==> src/rtl/debug_trace_arbiter_pkg.sv <==
// -----------------------------------------------------------------------------
// debug_trace_arbiter_pkg
//   Shared definitions for the debug/trace arbiter: register map offsets,
//   CTRL/STATUS bit positions, drop-counter width and the bus address decoder.
// -----------------------------------------------------------------------------
package debug_trace_arbiter_pkg;

   localparam int DATA_W = 32;   // trace word width
   localparam int DROP_W = 16;   // saturating drop counter width

   // Register byte offsets within the block
   localparam logic [7:0] ADDR_CTRL   = 8'h00;
   localparam logic [7:0] ADDR_STATUS = 8'h04;
   localparam logic [7:0] ADDR_DROP   = 8'h08;
   localparam logic [7:0] ADDR_LAST   = 8'h0C;
   localparam logic [7:0] ADDR_PUSH   = 8'h10;

   // CTRL fields
   localparam int CTRL_EN_BIT    = 0;
   localparam int CTRL_FLUSH_BIT = 1;
   localparam int CTRL_MASK_LSB  = 8;

   // STATUS fields
   localparam int STAT_EMPTY_BIT = 0;
   localparam int STAT_FULL_BIT  = 1;
   localparam int STAT_OVF_BIT   = 2;
   localparam int STAT_CNT_LSB   = 8;

   typedef enum logic [2:0] {
      REG_CTRL,
      REG_STATUS,
      REG_DROP,
      REG_LAST,
      REG_PUSH,
      REG_NONE
   } reg_sel_e;

   // Exact-offset decode; anything else maps to REG_NONE (reads 0, writes ignored).
   function automatic reg_sel_e decode_addr(input logic [7:0] addr);
      reg_sel_e sel;
      case (addr)
         ADDR_CTRL:   sel = REG_CTRL;
         ADDR_STATUS: sel = REG_STATUS;
         ADDR_DROP:   sel = REG_DROP;
         ADDR_LAST:   sel = REG_LAST;
         ADDR_PUSH:   sel = REG_PUSH;
         default:     sel = REG_NONE;
      endcase
      return sel;
   endfunction

endpackage

==> src/rtl/debug_trace_fifo.sv <==
// -----------------------------------------------------------------------------
// debug_trace_fifo
//   First-word fall-through FIFO. The head entry is presented on head_data
//   whenever the FIFO is not empty; pop advances to the next entry.
//   DEPTH must be a power of two (pointers wrap by natural overflow).
// Ports
//   clk, rst_n  clock, asynchronous active-low reset
//   flush       clear pointers/count this cycle; push and pop are ignored
//   push        write push_data (ignored while full, judged on registered count)
//   push_data   entry to write
//   pop         advance the read pointer (ignored while empty)
//   head_data   entry at the read pointer
//   count       number of stored entries (0..DEPTH)
//   full/empty  derived from the registered count
// -----------------------------------------------------------------------------
module debug_trace_fifo #(
   parameter int WIDTH = 35,
   parameter int DEPTH = 8
) (
   input  logic                    clk,
   input  logic                    rst_n,
   input  logic                    flush,
   input  logic                    push,
   input  logic [WIDTH-1:0]        push_data,
   input  logic                    pop,
   output logic [WIDTH-1:0]        head_data,
   output logic [$clog2(DEPTH):0]  count,
   output logic                    full,
   output logic                    empty
);

   localparam int AW = $clog2(DEPTH);
   localparam int CW = AW + 1;

   logic [WIDTH-1:0] mem_q [DEPTH];
   logic [WIDTH-1:0] mem_d [DEPTH];
   logic [AW-1:0]    wr_ptr_q, wr_ptr_d;
   logic [AW-1:0]    rd_ptr_q, rd_ptr_d;
   logic [CW-1:0]    count_q, count_d;
   logic             do_push, do_pop;

   assign full      = (count_q == CW'(DEPTH));
   assign empty     = (count_q == '0);
   assign count     = count_q;
   assign head_data = mem_q[rd_ptr_q];

   // Full is taken from the registered count, so a same-cycle pop never makes room.
   assign do_push = push & ~full & ~flush;
   assign do_pop  = pop & ~empty & ~flush;

   always_comb begin
      // NOTE: every always_comb target is given a default first so no path leaves it
      // unassigned; a missing default would infer a latch.
      mem_d    = mem_q;
      wr_ptr_d = wr_ptr_q;
      rd_ptr_d = rd_ptr_q;
      count_d  = count_q;
      if (flush) begin
         wr_ptr_d = '0;
         rd_ptr_d = '0;
         count_d  = '0;
      end else begin
         if (do_push) begin
            mem_d[wr_ptr_q] = push_data;
            wr_ptr_d        = wr_ptr_q + 1'b1;
         end
         if (do_pop) begin
            rd_ptr_d = rd_ptr_q + 1'b1;
         end
         case ({do_push, do_pop})
            2'b10:   count_d = count_q + 1'b1;
            2'b01:   count_d = count_q - 1'b1;
            default: count_d = count_q;
         endcase
      end
   end

   // NOTE: state flops use non-blocking assignments so every flop samples the
   // pre-edge values regardless of statement order.
   always_ff @(posedge clk or negedge rst_n) begin
      if (!rst_n) begin
         wr_ptr_q <= '0;
         rd_ptr_q <= '0;
         count_q  <= '0;
      end else begin
         wr_ptr_q <= wr_ptr_d;
         rd_ptr_q <= rd_ptr_d;
         count_q  <= count_d;
      end
   end

   // NOTE: the storage array has no reset; entries are only observable once
   // written, and the head output is masked by the consumer while empty.
   always_ff @(posedge clk) begin
      mem_q <= mem_d;
   end

endmodule

==> src/rtl/debug_trace_arbiter.sv <==
// -----------------------------------------------------------------------------
// debug_trace_arbiter
//   Shares a 32-bit trace channel between NUM_REQ hardware requesters and CPU
//   bus writes. A round-robin arbiter admits at most one word per cycle into a
//   source-tagged FWFT FIFO that drains to a valid/ready trace sink. A small
//   memory-mapped register file provides control, status, a saturating drop
//   counter, the last accepted word and a CPU push port.
// Ports
//   clk, rst_n        clock, asynchronous active-low reset
//   address           bus byte offset
//   write_data        bus write data
//   read_data         bus read data, combinational from address
//   we, re            bus write strobe (one cycle) / read strobe (no side effects)
//   req_valid         per-requester word available
//   req_data          requester i word at [32*i +: 32]
//   req_ready         one-hot grant
//   trace_valid       FIFO head valid
//   trace_data        FIFO head word
//   trace_src         FIFO head source ID (CPU = NUM_REQ)
//   trace_ready       sink accepts the head
//   irq_overflow      sticky overflow flag
// -----------------------------------------------------------------------------
module debug_trace_arbiter
   import debug_trace_arbiter_pkg::*;
#(
   parameter int NUM_REQ    = 4,
   parameter int FIFO_DEPTH = 8,
   parameter int SRC_W      = 3
) (
   input  logic                      clk,
   input  logic                      rst_n,
   input  logic [7:0]                address,
   input  logic [DATA_W-1:0]         write_data,
   output logic [DATA_W-1:0]         read_data,
   input  logic                      we,
   input  logic                      re,
   input  logic [NUM_REQ-1:0]        req_valid,
   input  logic [DATA_W*NUM_REQ-1:0] req_data,
   output logic [NUM_REQ-1:0]        req_ready,
   output logic                      trace_valid,
   output logic [DATA_W-1:0]         trace_data,
   output logic [SRC_W-1:0]          trace_src,
   input  logic                      trace_ready,
   output logic                      irq_overflow
);

   localparam int PTR_W   = (NUM_REQ > 1) ? $clog2(NUM_REQ) : 1;
   localparam int PW1     = PTR_W + 1;
   localparam int CNT_W   = $clog2(FIFO_DEPTH) + 1;
   localparam int ENTRY_W = SRC_W + DATA_W;
   localparam logic [PTR_W:0]   NREQ_W   = PW1'(NUM_REQ);
   localparam logic [PTR_W-1:0] LAST_IDX = PTR_W'(NUM_REQ - 1);
   localparam logic [SRC_W-1:0] CPU_SRC  = SRC_W'(NUM_REQ);

   // Registered state
   logic               enable_q, enable_d;
   logic [NUM_REQ-1:0] mask_q, mask_d;
   logic               overflow_q, overflow_d;
   logic [DROP_W-1:0]  drop_cnt_q, drop_cnt_d;
   logic [DATA_W-1:0]  last_q, last_d;
   logic [PTR_W-1:0]   rr_ptr_q, rr_ptr_d;

   // Bus decode
   reg_sel_e sel;
   logic     ctrl_wr, status_wr, cpu_push, flush_now;

   // Arbiter / push mux
   logic [NUM_REQ-1:0] eligible;
   logic [NUM_REQ-1:0] grant;
   logic               grant_any;
   logic [PTR_W-1:0]   grant_idx;
   logic [DATA_W-1:0]  grant_data;
   logic               fifo_push;
   logic [ENTRY_W-1:0] fifo_wdata;

   // FIFO
   logic [ENTRY_W-1:0] fifo_head;
   logic [CNT_W-1:0]   fifo_count;
   logic               fifo_full, fifo_empty;
   logic               fifo_pop;

   // Reads have no side effects, so the strobe carries no information here.
   logic unused_re;
   assign unused_re = re;

   assign sel       = decode_addr(address);
   assign ctrl_wr   = we && (sel == REG_CTRL);
   assign status_wr = we && (sel == REG_STATUS);
   assign cpu_push  = we && (sel == REG_PUSH);
   assign flush_now = ctrl_wr && write_data[CTRL_FLUSH_BIT];

   // ---------------------------------------------------------------- arbiter
   always_comb begin : arb_comb
      logic [PTR_W:0]   cand;
      logic [PTR_W-1:0] idx;
      cand      = '0;
      idx       = '0;
      grant_any = 1'b0;
      grant_idx = '0;
      grant     = '0;
      // CPU pushes, flushes and a full FIFO all suppress requester grants.
      eligible  = req_valid & mask_q & {NUM_REQ{enable_q}}
                & {NUM_REQ{~fifo_full & ~flush_now & ~cpu_push}};
      // Search from rr_ptr upward, wrapping once through all requesters.
      for (int k = 0; k < NUM_REQ; k++) begin
         cand = {1'b0, rr_ptr_q} + PW1'(k);
         if (cand >= NREQ_W) begin
            cand = cand - NREQ_W;
         end
         idx = cand[PTR_W-1:0];
         if (!grant_any && eligible[idx]) begin
            grant_any = 1'b1;
            grant_idx = idx;
         end
      end
      if (grant_any) begin
         grant[grant_idx] = 1'b1;
      end
   end

   assign req_ready = grant;

   always_comb begin
      rr_ptr_d = rr_ptr_q;
      if (grant_any) begin
         rr_ptr_d = (grant_idx == LAST_IDX) ? '0 : grant_idx + 1'b1;
      end
   end

   // --------------------------------------------------------------- push mux
   always_comb begin
      grant_data = '0;
      for (int i = 0; i < NUM_REQ; i++) begin
         if (grant[i]) begin
            grant_data = req_data[DATA_W*i +: DATA_W];
         end
      end
   end

   always_comb begin
      fifo_push  = 1'b0;
      fifo_wdata = '0;
      if (cpu_push) begin
         fifo_push  = ~fifo_full;
         fifo_wdata = {CPU_SRC, write_data};
      end else if (grant_any) begin
         fifo_push  = 1'b1;
         fifo_wdata = {SRC_W'(grant_idx), grant_data};
      end
   end

   // ------------------------------------------------------------------- FIFO
   assign fifo_pop = trace_valid & trace_ready;

   debug_trace_fifo #(
      .WIDTH (ENTRY_W),
      .DEPTH (FIFO_DEPTH)
   ) u_fifo (
      .clk       (clk),
      .rst_n     (rst_n),
      .flush     (flush_now),
      .push      (fifo_push),
      .push_data (fifo_wdata),
      .pop       (fifo_pop),
      .head_data (fifo_head),
      .count     (fifo_count),
      .full      (fifo_full),
      .empty     (fifo_empty)
   );

   // Head is masked while empty so the outputs read 0 after reset or flush.
   assign trace_valid             = ~fifo_empty;
   assign {trace_src, trace_data} = fifo_empty ? '0 : fifo_head;
   assign irq_overflow            = overflow_q;

   // ---------------------------------------------------------- register file
   always_comb begin
      enable_d   = enable_q;
      mask_d     = mask_q;
      overflow_d = overflow_q;
      drop_cnt_d = drop_cnt_q;
      last_d     = last_q;
      if (ctrl_wr) begin
         enable_d = write_data[CTRL_EN_BIT];
         mask_d   = write_data[CTRL_MASK_LSB +: NUM_REQ];
      end
      if (status_wr) begin
         overflow_d = 1'b0;
         drop_cnt_d = '0;
      end
      if (cpu_push && fifo_full) begin
         overflow_d = 1'b1;
         if (drop_cnt_q != '1) begin
            drop_cnt_d = drop_cnt_q + 1'b1;
         end
      end
      if (fifo_push) begin
         last_d = fifo_wdata[DATA_W-1:0];
      end
   end

   always_ff @(posedge clk or negedge rst_n) begin
      if (!rst_n) begin
         enable_q   <= 1'b0;
         mask_q     <= '0;
         overflow_q <= 1'b0;
         drop_cnt_q <= '0;
         last_q     <= '0;
         rr_ptr_q   <= '0;
      end else begin
         enable_q   <= enable_d;
         mask_q     <= mask_d;
         overflow_q <= overflow_d;
         drop_cnt_q <= drop_cnt_d;
         last_q     <= last_d;
         rr_ptr_q   <= rr_ptr_d;
      end
   end

   always_comb begin
      read_data = '0;
      case (sel)
         REG_CTRL: begin
            read_data[CTRL_EN_BIT]               = enable_q;
            read_data[CTRL_MASK_LSB +: NUM_REQ] = mask_q;
         end
         REG_STATUS: begin
            read_data[STAT_EMPTY_BIT]     = fifo_empty;
            read_data[STAT_FULL_BIT]      = fifo_full;
            read_data[STAT_OVF_BIT]       = overflow_q;
            read_data[STAT_CNT_LSB +: 8] = 8'(fifo_count);
         end
         REG_DROP: read_data[DROP_W-1:0] = drop_cnt_q;
         REG_LAST: read_data             = last_q;
         default:  read_data             = '0;
      endcase
   end

endmodule
==> config.mk <==
export PLATFORM = sky130hd
export DESIGN_NAME = debug_trace_arbiter
export DESIGN_NICKNAME = d
export VERILOG_FILES = /design/src/rtl/debug_trace_arbiter_pkg.sv /design/src/rtl/debug_trace_fifo.sv /design/src/rtl/debug_trace_arbiter.sv
export SDC_FILE = /design/constraint.sdc
export NUM_CORES = 1
export LEC_CHECK = 0
export BUFFER_PORTS_ARGS = -buffer_cell sky130_fd_sc_hd__buf_2
export CORE_MARGIN = 5
export CORE_UTILIZATION = 40
export DETAILED_ROUTE_END_ITERATION = 10
export GPL_TIMING_DRIVEN = 0
export PLACE_DENSITY = 0.73
export SYNTH_ARGS = -nofsm -noshare
export SYNTH_HDL_FRONTEND = slang
export SYNTH_SLANG_ARGS = --single-unit
==> constraint.sdc <==
create_clock -name clk -period 5.25 [get_ports clk]
set_clock_uncertainty 0.2 [all_clocks]
set_input_delay 0.525 -clock clk [delete_from_list [all_inputs] [get_ports clk]]
set_output_delay 0.525 -clock clk [all_outputs]
set_load 0.01 [all_outputs]
After elaboration in Yosys (flattened, before gate mapping). Index checks and enable logic that the tools add are counted.

Divide/modulo/power cells: 0. Muxes and demuxes: 57. Shifts and indexed selects: 0. $add $sub $neg: 13. Order comparisons: 13. Eq/ne operators: 13. Multiply operators: 0. Bitwise gates (word level): 16. Reduce and logical (&&, ||, !) cells: 21.

Operator list (number): $bwmux W280 (1); $mux W35 (5); $mux W32 (4); $bmux W35 S3 (1); $demux W35 S3 (1); $mux W16 (4); $mux W34 (1); $mux W2 (9); $add A16 B1 Y16 const B (1); $eq A8 B4 Y1 const B (2); $ne A16 B16 Y1 const B (1); $pmux W4 S2 (2); $pmux W4 S4 (1); $lt A2 B3 Y1 const B (5); $pmux W3 S5 (1); $mux W1 (13); $and A4 B4 Y4 (3); $mux W3 (4); $logic_and A1 B1 Y1 (10); $pmux W5 S2 (1); $ge A3 B3 Y1 const B (3); $bmux W1 S2 (4); $eq A8 B3 Y1 const B (1); $eq A8 B5 Y1 const B (1); 31 further kinds (54).

Memory bits (writable): 0. Register bits after elaboration: 346. Latch bits: 0. Memory bits (read-only): 0. Memories kept: 0.

Longest topological paths before layout. Gate-level depths: netlist of run 1.

Depth in word-level cells: 33. Depth in mapped cells: 15.

Hierarchy. A second synthesis of run 1 with hierarchy kept.

Cells, all modules: 1121. Area total of the unflattened synthesis: 15937.8 µm².

Modules (own cells, without submodules): debug_trace_fifo (sequential area each 8658.3 µm², times used 1, cells an instance 483, area each 11194.5 µm²); debug_trace_arbiter (sequential area each 1401.3 µm², times used 1, cells an instance 638, area each 4743.3 µm²).

Least setup slack after synthesis of run 1. Ideal clock, no wire load.

Kind: input to register. From: in address[1]. To: reg u_fifo.mem_q[245] in the netlist's numbering (enable). Path buffers: 1. Stages: 5. Slack: -0.408 ns. Data arrival time: 4.943 ns. Cells stage by stage: nor4_2 and3_1 clkbuf_1 a2bb2oi_4 nor4_1.

RTL lines: from (decl) (RTL line debug_trace_arbiter.sv:32) `input logic [7:0] address,`; $eq A8 B5 Y1, or another cell as far along (RTL line debug_trace_arbiter_pkg.sv:41) `case (addr)`; $pmux W3 S5 (*) (RTL line debug_trace_arbiter_pkg.sv:41); $eq A3 B3 Y1 (*) (RTL line debug_trace_arbiter.sv:89) `assign cpu_push = we && (sel == REG_PUSH);`; $logic_and A1 B1 Y1 (*) (RTL line debug_trace_arbiter.sv:89); net cpu_push (RTL line debug_trace_arbiter.sv:65) `logic ctrl_wr, status_wr, cpu_push, flush_now;`; $not A1 Y1 (RTL line debug_trace_arbiter.sv:103) `& {NUM_REQ{~fifo_full & ~flush_now & ~cpu_push}};`; $and A1 B1 Y1 (RTL line debug_trace_arbiter.sv:103); $and A4 B4 Y4 (RTL line debug_trace_arbiter.sv:103); [... 8 more ...]; $mux W1 (RTL line debug_trace_arbiter.sv:111) `if (!grant_any && eligible[idx]) begin`; $logic_not A1 Y1 (RTL line debug_trace_arbiter.sv:111); $logic_and A1 B1 Y1 (RTL line debug_trace_arbiter.sv:111); $mux W1 (RTL line debug_trace_arbiter.sv:111); $mux W1 (RTL line debug_trace_arbiter.sv:146) `end else if (grant_any) begin`; $mux W1 (*) (RTL line debug_trace_arbiter.sv:143) `if (cpu_push) begin`; $and A1 B1 Y1 (*) (2 in series) (RTL line debug_trace_fifo.sv:48) `assign do_push = push & ~full & ~flush;`; $reduce_and A2 Y1 (no line) (*); to (signal assigned) (RTL line debug_trace_fifo.sv:95) `mem_q <= mem_d;`; to (decl) (RTL line debug_trace_fifo.sv:35) `logic [WIDTH-1:0] mem_q [DEPTH];`.

Mark *: on every way through the listed nets, which the timed path passes. The rest lies on a longest branch. The select of a mux whose other input is x is not followed. A chain may end at the register's enable or synchronous reset.

Final worst setup path of run 1.
From: reg u_fifo.count_q[3] (netlist: u_fifo.count[3]). To: reg last_q[21].

Cells in the longest elaborated chain, start to end: 28.

RTL lines: from (decl) (RTL line debug_trace_fifo.sv:39) `logic [CW-1:0] count_q, count_d;`; from (signal assigned) (RTL line debug_trace_fifo.sv:88) `count_q <= count_d;`; $eq A4 B4 Y1 (*) (RTL line debug_trace_fifo.sv:42) `assign full = (count_q == CW'(DEPTH));`; $not A1 Y1 (*) (RTL line debug_trace_arbiter.sv:103); $and A1 B1 Y1 (*) (2 in series) (RTL line debug_trace_arbiter.sv:103); $and A4 B4 Y4 (*) (RTL line debug_trace_arbiter.sv:103); $bmux W1 S2 (RTL line debug_trace_arbiter.sv:111); $mux W1 (not written as such) (RTL line debug_trace_arbiter.sv:111); $mux W1 (RTL line debug_trace_arbiter.sv:111); $logic_not A1 Y1 (RTL line debug_trace_arbiter.sv:111); [... 9 more ...]; $logic_and A1 B1 Y1 (not written as such) (RTL line debug_trace_arbiter.sv:117) `grant[grant_idx] = 1'b1;`; $mux W1 (not written as such) (RTL line debug_trace_arbiter.sv:117); $demux W1 S2 (RTL line debug_trace_arbiter.sv:117); $mux W4 (RTL line debug_trace_arbiter.sv:116) `if (grant_any) begin`; $mux W32 (4 in series) (RTL line debug_trace_arbiter.sv:134) `if (grant[i]) begin`; $mux W34 (*) (RTL line debug_trace_arbiter.sv:146); $mux W35 (*) (RTL line debug_trace_arbiter.sv:143); net fifo_wdata[21] (RTL line debug_trace_arbiter.sv:74) `logic [ENTRY_W-1:0] fifo_wdata;`; to (signal assigned) (RTL line debug_trace_arbiter.sv:215) `last_q <= last_d;`; to (decl) (RTL line debug_trace_arbiter.sv:60) `logic [DATA_W-1:0] last_q, last_d;`.

Marked as above.

==> key figures, run 1 <==
Floorplan
  • Placement Rows: just over 70
  • Die width: about 210 um
  • Initial Util: around two fifths
  • Area of the die: ~0.043 sq mm
  • DIE HEIGHT: between 200 and 250 um
  • Io pins: 250
  • Core Area: between 0.03 and 0.04 sq mm

Layout
  • Share of cells above drive strength 1: between 30% and 40%
  • Area growth from synthesis to layout: 22.1%
  • Commonest non-fill, non-tap cell in the layout: edfxtp_1
  • N_diodes: 0
  • Most frequent cells in the layout: edfxtp_1, buf_2, nand2_1
  • Final core occ: around half
  • Nets: roughly 1600

Min path
  • Worst hold path class: input port to register

Logic synthesis
  • Post-synth ARST share: about a fifth
  • Dominant synthesized flop cell: edfxtp_1
  • Register area share after synthesis: roughly 64%
  • Post-synthesis instance total: roughly 1100
  • Flops & latches, synth: ~350
  • Syn Nets: around 1200
  • Post-synth EDFFs: between 200 and 300
  • Synth warnings: 0
  • Average cell area after synthesis: approximately 15 sq um
  • Synth unique cells: 61
  • Post-Syn Area: about 0.016 sq mm

STA
  • Highest Clock Rate: 211 MHz
  • Setup-failing EPs final: 0
  • Unrepaired setup endpoints after global routing: no
  • Max-slew headroom: around 15%
  • Slew of the pin with the lowest slew margin: 1.27 ns
  • Period Utilization, post-route: approximately nine tenths
  • TNS Setup: 0 ns
  • Minimum clock period: 4.75 ns
  • Max Transition Viols Final: 0
  • Hold Worst Slack: 0.0685 ns
  • Final hold violation count: 0

Drt
  • Pre-antenna DRT Iters: 6
  • DR DRC count: 0
  • Drt first-iter violations: roughly 810
  • Vias: roughly 11000
  • Total Routed Length: 43900 um
  • ANT nets after route: 0
  • Wire length per cell: around 23 um
  • Mean number of vias per cell: roughly 5.5

Clock network
  • Root Buffer: clkbuf_16
  • CTS buffer count: 35
  • Clock buffer depth: 3
  • Clock Sinks: 346
  • H-Tree Depth: 2
  • Clock slew at reported path FFs: approximately 0.06 ns
  • Setup bufs post-CTS: 0
  • Clk_lat worst skew: between 0.5 and 0.6 ns
  • CTS tree: done

Worst setup path
  • Worst EP arrival: about 5 ns
  • CP Capture Type: register
  • CP Max Fanout: 10
  • CP required: between 5 and 6 ns
  • R2R setup slack: about 0.5 ns
  • CP startpoint kind: register
  • Setup CP Type: register to register

Global routing
  • Met1 usage: around a quarter
  • Initial antenna violation count: 1
  • Vias in the first global route: about 11000
  • Overflow after GRT: 0
  • Gr busiest metal: met2
  • M2 GR Usage: between 30 and 40%
  • Largest net degree at the start of global routing: 67
  • Overall routing resource usage: between 10% and 20%
  • Global-route wire length before repair: roughly 67000 um
  • Met3 GRT Util: 3.80%

Power and ir drop
  • Clk network pwr share: 35.4%
  • Switching share of power: about 28%
  • Leak pwr: between 0.006 and 0.007 uW
  • Peak VDD IR: around 0.23 mV
  • Sequential share of power: 40.9%
  • Switching power total: between 2000 and 2500 uW
  • Gate power share: 23.7%
  • Pwr Density: 381 mW/mm^2
  • Total Power: between 7000 and 8000 uW
  • Internal power: 5290 uW

Placed design
  • Post-DP HPWL: 32800 um
  • Port Buffers: roughly 250
  • Placer Congestion: approximately 0.91

Run
  • Max-cap violations: 0

Status
  • Status: finished, final reports clean
cells by family after synthesis:
group           after synthesis  share of synthesized area [%]
fa+ha+maj                     9                          0.716
xor+xnor                      9                          0.549
buf+inv                      83                           2.32
flops                       346                           64.0
mux                         159                           16.1
compound gates              179                           7.56
simple gates                271                           8.81
metrics by stage:
step                      setup slack [ns]  cell area, sq um  std cells
after floorplan                      0.161             15700       1056
after global placement               -2.67             17600       1822
after detailed placement             0.360             18000       1845
after CTS                            0.530             19200       1909
after global routing                 0.205             19200       1909
final                                0.501             19200       1909
routing by layer:
metal,wire (um),up-vias
met4,1260,2
met2,21800,487
li1,-,4708
met5,13,-
met3,3300,71
met1,17500,5317
synth_stat cells (3+ instances only):
| master | n | area [sq um] |
|---|---|---|
| nor2_1 | 64 | 240 |
| ha_1 | 9 | 113 |
| nor4_2 | 3 | 37.5 |
| a21oi_1 | 71 | 355 |
| xor2_1 | 5 | 43.8 |
| mux4_2 | 70 | 1580 |
| mux2_2 | 46 | 518 |
| nor3_1 | 8 | 40.0 |
| xnor2_1 | 3 | 26.3 |
| a31oi_1 | 3 | 18.8 |
| buf_1 | 9 | 33.8 |
| or3_1 | 3 | 18.8 |
| nand2b_1 | 3 | 18.8 |
| clkbuf_1 | 53 | 199 |
| inv_1 | 4 | 15.0 |
| nand3_1 | 13 | 65.1 |
| and3_1 | 9 | 56.3 |
| and2_1 | 22 | 138 |
| nand3b_1 | 32 | 240 |
| o21ai_0 | 40 | 200 |
| mux2i_1 | 42 | 420 |
| edfxtp_1 | 280 | 8410 |
| buf_2 | 10 | 50.1 |
| buf_6 | 5 | 56.3 |
| dfrtp_1 | 66 | 1650 |
| a22o_1 | 43 | 377 |
| a222oi_1 | 5 | 50.1 |
| nand4_1 | 5 | 31.3 |
| nand2_1 | 93 | 349 |
flip-flops by register name, indices dropped and copies added (netlist names):
signal / flops
u_fifo.mem_q: 280
rr_ptr_q: 2
enable_q: 1
u_fifo.wr_ptr_q: 3
mask_q: 4
irq_overflow: 1
u_fifo.rd_ptr_q: 3
u_fifo.count: 4
drop_cnt_q: 16
last_q: 32
path summary, 6_finish.rpt:
check,cells after the start,endpoint,startpoint
hold / removal,2,mask_q[0]$_DFFE_PN0N_,write_data[8]
max in group asynchronous,2,last_q[13]$_DFFE_PN0N_,rst_n
min in group asynchronous,2,last_q[26]$_DFFE_PN0N_,rst_n
setup / recovery,13,last_q[21]$_DFFE_PN0N_,u_fifo.count[3]$_DFFE_PN0P_
hold reg to reg,1,last_q[9]$_DFFE_PN0N_,last_q[9]$_DFFE_PN0N_
setup reg to reg,13,last_q[21]$_DFFE_PN0N_,u_fifo.count[3]$_DFFE_PN0P_
power groups by stage:
stage,Sequential [uW],Clock (uW),Combinational (uW)
6_report,3000,2590,1730
5_1_grt,3000,2740,1900
4_1_cts,2990,2620,1790
3_5_place_dp,3050,0,1780
3_3_place_gp,3050,0,1760
2_1_floorplan,3040,0,1130
worst max-delay path, stage by stage (launching register included):
cell and delay [ns]:
dfrtp_1 0.47, or4b_4 0.25, buf_6 0.12, nand3_1 0.15, a211oi_1 1.02, inv_1 0.18, ha_1 0.28, clkbuf_1 0.24
buf_1 0.32, a21oi_1 0.43, a21oi_1 0.11, o21ai_0 0.27, a22o_1 0.40, mux2_2 0.23
cell type report:
| type | instances | area (sq um) |
|---|---|---|
| Inverter | 5 | 18.8 |
| Timing Repair Buffer | 272 | 1560 |
| Clock buffer | 42 | 933 |
| Fill cell | 3316 | 19500 |
| Sequential cell | 346 | 10100 |
| Buffer | 78 | 347 |
| Multi-Input combinational cell | 627 | 5360 |
| Clock inverter | 21 | 280 |
| Tap cell | 518 | 648 |
timing repair:
| action | CTS | global route |
|---|---|---|
| resized for setup | 0 | 0 |
| hold buffers | 1 | 0 |
| setup endpoints to repair | 0 | 0 |
| endpoints found under the hold margin | 62 | 0 |
No activity file was read; power rests on OpenSTA's default activity.
==> run 2, diff against run 1 <==
--- a/config.mk
+++ b/config.mk
@@ -10,7 +10,7 @@
 export CORE_UTILIZATION = 40
 export DETAILED_ROUTE_END_ITERATION = 10
 export GPL_TIMING_DRIVEN = 0
-export PLACE_DENSITY = 0.73
+export PLACE_DENSITY = 0.71
 export SYNTH_ARGS = -nofsm -noshare
 export SYNTH_HDL_FRONTEND = slang
 export SYNTH_SLANG_ARGS = --single-unit
==> constraint.sdc (replaced) <==
create_clock -name clk -period 5.65 [get_ports clk]
set_clock_uncertainty 0.2 [all_clocks]
set_input_delay 0.565 -clock clk [delete_from_list [all_inputs] [get_ports clk]]
set_output_delay 0.565 -clock clk [all_outputs]
set_load 0.01 [all_outputs]
==> run 2 against run 1 <==
Compared with the run above:
- sequential power down 7.3%
- flip-flop and latch count did not move
- combinational power down 8%
- clock power fell by 13%
- first-iteration DRC count down 0.25%
- final area is 0.40% lower
- routed wire length shrank 0.33%
- global-route usage about the same
- critical path depth grew 1
- count of clock-buffer cells in the layout grew 2
- worst setup slack improved by 0.57 ns
- critical path type unchanged
- critical endpoint is now last_q[22]$_DFFE_PN0N_
==> key figures, run 2 (same netlist as run 1, synthesis figures left out) <==
Status
  • Status: finished, final reports clean

Floorplan
  • Area of the die: 0.0434 sq mm
  • Io pins: 250
  • Placement Rows: 72
  • Initial Util: around two fifths
  • DIE HEIGHT: around 210 um
  • Core Area: 0.0387 sq mm
  • Die width: between 200 and 250 um

Global routing
  • Global-route wire length before repair: 66600 um
  • Gr busiest metal: met2
  • Overall routing resource usage: 19.8%
  • Overflow after GRT: 0
  • Met1 usage: between 20 and 30%
  • Vias in the first global route: roughly 11000
  • Met3 GRT Util: roughly 3.9%
  • Initial antenna violation count: 0
  • Largest net degree at the start of global routing: 42
  • M2 GR Usage: approximately a third

STA
  • Max-slew headroom: approximately a quarter
  • Unrepaired setup endpoints after global routing: no
  • Period Utilization, post-route: between 80% and 90%
  • TNS Setup: 0 ns
  • Minimum clock period: 4.58 ns
  • Final worst slack: approximately 1.1 ns
  • Max Transition Viols Final: 0
  • Highest Clock Rate: about 220 MHz
  • Setup-failing EPs final: 0
  • Slew of the pin with the lowest slew margin: between 1 and 1.5 ns
  • Final hold violation count: 0

Clock network
  • Clock Sinks: 346
  • Post-cts hold buffer count: 1
  • Setup bufs post-CTS: 0
  • CTS tree: done
  • H-Tree Depth: 2
  • Clock slew at reported path FFs: 0.07 ns
  • Cts repair resizes: 0
  • Root Buffer: clkbuf_16
  • Clk_lat worst skew: about 0.50 ns
  • CTS buffer count: 35
  • Clock buffer depth: 3

Worst setup path
  • CP startpoint kind: register
  • Worst reg2reg endpoint: last_q[22]$_DFFE_PN0N_
  • Crit path cell chain: or4b_4, buf_6, nand3_1, nor3_1, inv_1, ha_1, clkbuf_1, clkbuf_1, nand3b_1, a21oi_1, a21oi_1, o21ai_0, a22o_1, mux2_2
  • CP Capture Type: register
  • R2r worst-path depth: 14
  • Setup CP Type: register to register
  • Bufs and invs on worst path: 4
  • Delay-heaviest family, CP: simple AND/OR/NAND/NOR gates
  • Critical Path Max Stage Delay: ~0.94 ns
  • CP required: ~5.9 ns
  • R2R setup slack: 1.07 ns
  • Reg2Reg Launch Point: u_fifo.count[3]$_DFFE_PN0P_
  • Worst EP arrival: 4.81 ns
  • CP Max Fanout: 10
  • Slowest CP cell: nor3_1

Layout
  • Most frequent cells in the layout: edfxtp_1, buf_2, nand2_1
  • Commonest non-fill, non-tap cell in the layout: edfxtp_1
  • Biggest register: u_fifo.mem_q
  • Top Registers: u_fifo.mem_q x280, last_q x32, drop_cnt_q x16
  • Area growth from synthesis to layout: 21.6%
  • Nets: around 1600
  • Share of cells above drive strength 1: 34.5%
  • Max reg flops: 280

Power and ir drop
  • Leak pwr: approximately 0.0070 uW
  • Total Power: between 6000 and 7000 uW
  • Sequential share of power: approximately two fifths
  • Switching share of power: between 20% and 30%
  • Gate power share: roughly 24%
  • Peak VDD IR: 0.265 mV
  • Clk network pwr share: 34.0%
  • Pwr Density: around 350 mW/mm^2
  • Internal power: 4800 uW
  • Switching power total: roughly 1800 uW

Drt
  • Wire length per cell: about 23 um
  • Mean number of vias per cell: about 5.6
  • DR DRC count: 0
  • Total Routed Length: 43700 um
  • Drt first-iter violations: a little over 800
  • Pre-antenna DRT Iters: 5
  • Vias: approximately 11000
  • ANT nets after route: 0

Min path
  • Worst hold path depth: 2
  • Worst hold path class: input port to register
  • HP Start: write_data[8]
  • Worst Hold Path EP: mask_q[0]$_DFFE_PN0N_

Placed design
  • Placer Congestion: 0.920
  • Port Buffers: ~250
  • Post-DP HPWL: between 30000 and 40000 um
  • Pre-CTS setup slack: 0.824 ns

Run
  • Max-cap violations: 0
==> run 2: cell count changes in the layout (fill, tap and decap cells not counted), sizes merged <==
cell,previous run,this run
clkinv,11,7
clkbuf,95,97
bufinv,6,4
diode,0,2
==> run 2: worst max path at each step <==
stage / startpoint / end / slack (ns) / cells past startpoint
2_1_floorplan: address[1] / u_fifo.mem_q[105]$_DFFE_PP_ / 0.52 / 7
3_3_place_gp: address[1] / u_fifo.mem_q[115]$_DFFE_PP_ / -2.33 / 8
5_1_grt: u_fifo.count[3]$_DFFE_PN0P_ / last_q[21]$_DFFE_PN0N_ / 0.66 / 14
3_5_place_dp: we / last_q[21]$_DFFE_PN0N_ / 0.82 / 14
4_1_cts: u_fifo.count[3]$_DFFE_PN0P_ / req_ready[2] / 0.93 / 10
6_report: u_fifo.count[3]$_DFFE_PN0P_ / last_q[22]$_DFFE_PN0N_ / 1.07 / 14
==> run 2: metrics by stage <==
step | hold slack, ns | area [sq um] | utilization [%] | instances
after CTS | 0.0890 | 19100 | 49.4 | 1905
after global routing | 0.107 | 19100 | 49.4 | 1905
after floorplan | 0.0694 | 15700 | - | 1056
final | 0.111 | 19100 | 49.4 | 1907
after detailed placement | 0.288 | 18000 | 46.4 | 1845
after global placement | 0.282 | 17600 | 45.5 | 1822
==> run 2: metal layers <==
metal / vias to the layer above / routed length, um
met1: 5340 / 17900
met2: 456 / 21400
met3: 83 / 3100
li1: 4712 / -
met5: - / 0
met4: 0 / 1380
==> run 2: cell type report <==
type,count,area (sq um)
antenna,2,5.00
buffer,78,347
clock buffer,44,930
clock inverter,15,188
fill,3365,19600
inverter,5,18.8
multi-input combinational,627,5370
sequential,346,10100
tap,518,648
timing repair buffer,272,1570
==> run 2: power groups by stage <==
stage	Combinational, uW	Sequential, uW	Clock [uW]
3_3_place_gp	1620	2830	0
3_5_place_dp	1640	2830	0
6_report	1600	2780	2260
2_1_floorplan	1050	2820	0
4_1_cts	1650	2780	2300
5_1_grt	1750	2780	2420
